`src/rtl/analog_status_sampler.sv`:
```
// rtl/analog_status_sampler.sv - synchronise, debounce and summarise analog flags into four status words
// Optional: define ANALOG_STATUS_FALL_STICKY_EN to add sticky fall flags in status_1[31:16].
module analog_status_sampler #(
    parameter int NUM_FLAGS       = 8,
    parameter int DEBOUNCE_CYCLES = 4,
    parameter int SYNC_STAGES     = 2
) (
    input  logic                 clk_in,
    input  logic                 reset_n,
    input  logic [NUM_FLAGS-1:0] flags_async,
    input  logic                 clear_sticky,
    input  logic [NUM_FLAGS-1:0] clear_mask,
    output logic [31:0]          status_0,
    output logic [31:0]          status_1,
    output logic [31:0]          status_2,
    output logic [31:0]          status_3
);

    localparam logic [7:0] DB_LAST = 8'(DEBOUNCE_CYCLES - 1);

    logic [SYNC_STAGES-1:0][NUM_FLAGS-1:0] sync_q;
    logic [NUM_FLAGS-1:0]                  synced;
    logic [NUM_FLAGS-1:0]                  deb, deb_next;
    logic [NUM_FLAGS-1:0][7:0]             db_cnt, db_cnt_next;
    logic [NUM_FLAGS-1:0]                  rise_sticky, rise_sticky_next;
    logic [NUM_FLAGS-1:0][3:0]             rise_cnt, rise_cnt_next;
    logic [15:0]                           trans_cnt, trans_cnt_next;
    logic [NUM_FLAGS-1:0]                  rise, clr_sel;

    assign synced = sync_q[SYNC_STAGES-1];

    always_comb begin
        deb_next         = deb;
        db_cnt_next      = db_cnt;
        rise_cnt_next    = rise_cnt;
        trans_cnt_next   = trans_cnt;
        for (int i = 0; i < NUM_FLAGS; i++) begin
            if (synced[i] == deb[i]) begin
                db_cnt_next[i] = 8'd0;
            end else if (db_cnt[i] == DB_LAST) begin
                deb_next[i]    = synced[i];
                db_cnt_next[i] = 8'd0;
            end else begin
                db_cnt_next[i] = db_cnt[i] + 8'd1;
            end
        end
        rise    = deb_next & ~deb;
        clr_sel = clear_sticky ? clear_mask : '0;
        // Set wins over clear so a rise coinciding with a clear is never lost.
        rise_sticky_next = (rise_sticky & ~clr_sel) | rise;
        for (int i = 0; i < NUM_FLAGS; i++) begin
            if (clr_sel[i]) begin
                rise_cnt_next[i] = {3'b000, rise[i]};
            end else if (rise[i] && rise_cnt[i] != 4'hF) begin
                rise_cnt_next[i] = rise_cnt[i] + 4'd1;
            end
        end
        if (deb_next != deb) begin
            trans_cnt_next = trans_cnt + 16'd1;
        end
    end

    always_ff @(posedge clk_in or negedge reset_n) begin
        if (!reset_n) begin
            sync_q      <= '0;
            deb         <= '0;
            db_cnt      <= '0;
            rise_sticky <= '0;
            rise_cnt    <= '0;
            trans_cnt   <= '0;
        end else begin
            sync_q      <= {sync_q[SYNC_STAGES-2:0], flags_async};
            deb         <= deb_next;
            db_cnt      <= db_cnt_next;
            rise_sticky <= rise_sticky_next;
            rise_cnt    <= rise_cnt_next;
            trans_cnt   <= trans_cnt_next;
        end
    end

`ifdef ANALOG_STATUS_FALL_STICKY_EN
    logic [NUM_FLAGS-1:0] fall_sticky, fall_sticky_next;

    always_comb begin
        fall_sticky_next = (fall_sticky & ~clr_sel) | (deb & ~deb_next);
    end

    always_ff @(posedge clk_in or negedge reset_n) begin
        if (!reset_n) begin
            fall_sticky <= '0;
        end else begin
            fall_sticky <= fall_sticky_next;
        end
    end

    assign status_1 = {16'(fall_sticky), 16'(rise_sticky)};
`else
    assign status_1 = {16'h0000, 16'(rise_sticky)};
`endif

    assign status_0 = 32'(deb);
    assign status_2 = 32'(rise_cnt);
    assign status_3 = {trans_cnt, 8'(NUM_FLAGS), 8'(DEBOUNCE_CYCLES)};

endmodule

```
`config.mk`:
```
export PLATFORM = sky130hd
export DESIGN_NAME = analog_status_sampler
export DESIGN_NICKNAME = d
export VERILOG_FILES = /design/src/rtl/analog_status_sampler.sv
export SDC_FILE = /design/constraint.sdc
export NUM_CORES = 1
export LEC_CHECK = 0
export CAP_MARGIN = 20
export CORE_AREA = 2 2 127 129
export DETAILED_ROUTE_END_ITERATION = 16
export DIE_AREA = 0 0 129 131
export GPL_ROUTABILITY_DRIVEN = 1
export PLACE_DENSITY = 0.75
export SKIP_LAST_GASP = 1
export SLEW_MARGIN = 20
export SYNTH_ARGS = -nofsm -noshare
export SYNTH_HDL_FRONTEND = slang
export SYNTH_SLANG_ARGS = --single-unit
```
`constraint.sdc`:
```
create_clock -name clk_in -period 2.6 [get_ports clk_in]
set_clock_uncertainty 0.1 [all_clocks]
set_input_delay 0.52 -clock clk_in [delete_from_list [all_inputs] [get_ports clk_in]]
set_output_delay 0.52 -clock clk_in [all_outputs]
set_load 0.03 [all_outputs]
```
==> metrics <==
Post-DP Area=7830 um^2; synth top area cells=dfrtp_1 (53%), buf_4 (7.0%), xor2_1 (6.1%); GR Util All Layers=16.9%; Multi-input gate area=between 3000 and 4000 um^2; hpwl dp=about 9500 um; 1st-iter DRT viols=approximately 300; gp weighted congestion=slightly above 0.8; Num CTS Buffers=17; Die H=approximately 130 um; FFs w/ async S/R, synth=between 90% and 100%; CP max-delay cell=dfrtp_1; gr ovfl total=0; vias per cell=just under 5; DRC viols=0; sequential cell area=roughly 3600 um^2; Peak VDD IR=approximately 0.56 mV; Synth area leader=dfrtp_1; Mean Syn Cell Area=10.7 um^2; Root Buffer=clkbuf_16; CP Launch Type=flip-flop; Vias=around 4900; power per standard cell area=around 1100 nW/um^2; worst path buffer plus inverter count=1; Fillers=between 1000 and 1500; Pleak=4.03 nW; # IOs=roughly 150; post-route ant nets=0; Critical Path Max Stage Delay=between 0.3 and 0.4 ns; Slew Limit Fails=0; final worst path period need=approximately 2.6 ns; WL/cell=14.0 um; FMAX=386 MHz; delay-heaviest family, CP=simple AND/OR/NAND/NOR gates; Pre-Repair DR Iteration Count=5; area delta synth->final=26.0%; Sink Count=~140; # diodes=0; crit path kind=reg -> reg; Synth top area share=a little over half; fin nets=about 800; largest net degree at the start of global routing=between 60 and 70; EDFF count, synth=0; clk slew on worst S/H paths=about 0.06 ns; Maximum Capacitance Violations=0; Initial Utilization=between 40% and 50%; cells along the critical path=ha_2 -> nor4b_4 -> nand2_1 -> mux2_4 -> ha_4 -> nand4_1 -> buf_4 -> o2111a_2 -> nand4_1 -> xnor2_1; CTS tree=done; post-route setup TNS=0 ns; Hold Vio Cnt, Final=0; Routed Wire Length=between 10000 and 15000 um; area of the die=about 17000 um^2; count leader, synth=dfrtp_1; clk buf depth=2; synthesized cell area=6840 um^2; clock latency on the worst-skew pair=between 0.4 and 0.5 ns; Horiz. Die Dim=about 130 um; cell row count=46; layout cells sized above 1=11.0%; period utilisation layout=99.6%; Yosys Warn Count=0; crit-path max FO=5; Data required, critical path=~2.8 ns; sequential fraction of the synthesis area=between 50% and 60%; Yosys reg bits=roughly 140; status=finished clean; worst min-delay path class=reg -> reg; initial antenna violation count=0; Most used DFF post-synth=dfrtp_1; CTS H-Tree Depth=4; Worst Setup End Kind=flip-flop; core area=~16000 um^2; RSZ-0062 raised after global routing=yes; Yosys cell types=32; Setup violations, final=0; vias in the first global route=4739; # port buffers=approximately 80; Syn Inst Count=between 600 and 700; CP dominant cell by count=nand4_1; global-route wire length before repair=approximately 22000 um; post-route design area=between 8000 and 9000 um^2; synth cell count leaders=dfrtp_1 (144), buf_4 (64), nor2_1 (61); Arrival @ worst endpoint=2.83 ns
[what timing repair did]
action                                 CTS  global route
hold buffers                             1             0
pin swaps                                0            14
setup endpoints to repair               11            16
buffers inserted                         0             4
resized for setup                        1            26
endpoints found under the hold margin   40             0
[routing by layer]
metal | share of wire (%) | vias to the layer above | track usage [%]
li1 | - | 2326 | -
met1 | 45 | 2389 | 21.4
met2 | 49 | 120 | 27.4
met3 | 4.7 | 19 | 5.21
met4 | 1.4 | 0 | 6.52
met5 | 0 | - | 0
[worst reg2reg max path: cells and delay by family, from the launching register on]
kind / cells / cell delay, ns
adders and majority gates: 2 / 0.48
DFF: 1 / 0.38
xor gates and xnor gates: 1 / 0.12
and+or+nand+nor: 4 / 0.60
buffers and inverters: 1 / 0.21
AOI/OAI and AO/OA: 1 / 0.29
muxes: 1 / 0.34
[metrics by stage]
stage	setup WS [ns]	utilization, %	power (W)	std cells	hold WS [ns]
3_5_place_dp	0.0184	50.2	0.00661	950	0.236
2_1_floorplan	0.105	-	0.00534	699	0.124
4_1_cts	0.00635	54.1	0.00909	983	0.249
3_3_place_gp	0.0698	50.2	0.00653	950	0.231
5_1_grt	-0.0952	55.3	0.00977	987	0.257
6_report	0.0105	55.3	0.00922	987	0.244
[flip-flops by register name (all words and copies together) (netlist names)]
| name | count |
|---|---|
| trans_cnt | 16 |
| synced | 8 |
| rise_sticky | 8 |
| deb | 8 |
| sync_q | 8 |
| status_2 | 32 |
| db_cnt | 64 |
[area by class of cell]
class	instances	share of cell area (%)
clock buffers	21	5.22
flip-flops and latches	144	41.8
clock inverters	11	1.61
multi-input cells	472	35.7
well taps	216	3.13
repair buffers	107	11.9
inverters	16	0.697
[logic make-up (layout without fill, tap and decap cells)]
logic type | Yosys count | after routing | share of synthesized area (%)
xor gates and xnor gates | 71 | 71 | 9.09
AOI/OAI and AO/OA | 74 | 74 | 6.51
other | 2 | 64 | 0.110
buffers and inverters | 83 | 155 | 8.10
adders and majority gates | 25 | 25 | 4.57
muxes | 17 | 17 | 2.71
and+or+nand+nor | 221 | 221 | 16.2
DFF | 144 | 144 | 52.7
[cell usage in the layout, fill, tap and decap left out, types with 20 or more instances in the layout]
cell             count
conb_1              64
buf_4               23
ha_1                20
and3_1              24
clkdlybuf4s50_1     81
nand2_1             33
nor2_1              59
xnor2_1             22
a21oi_1             40
xor2_1              48
nand3_1             54
dfrtp_1            144
[power breakdown]
part           internal [W]  total [W]  leakage [nW]  switching (W)
clock network       0.00152    0.00244         0.287       0.000919
registers           0.00274    0.00329          1.88       0.000556
logic               0.00149    0.00348          1.87        0.00199
[path summary, 6_finish.rpt]
path / start / endpoint / slack, ns / depth (start not counted)
min reg2reg: sync_q[3] / synced[3] / 0.24 / 0
min: sync_q[3] / synced[3] / 0.24 / 0
max: db_cnt[48] / trans_cnt[9] / 0.01 / 10
max reg2reg: db_cnt[48] / trans_cnt[9] / 0.01 / 10
min in group asynchronous: reset_n / status_2[20] / 0.48 / 2
max in group asynchronous: reset_n / db_cnt[35] / 1.26 / 3
(Power assumes the default switching activity.)
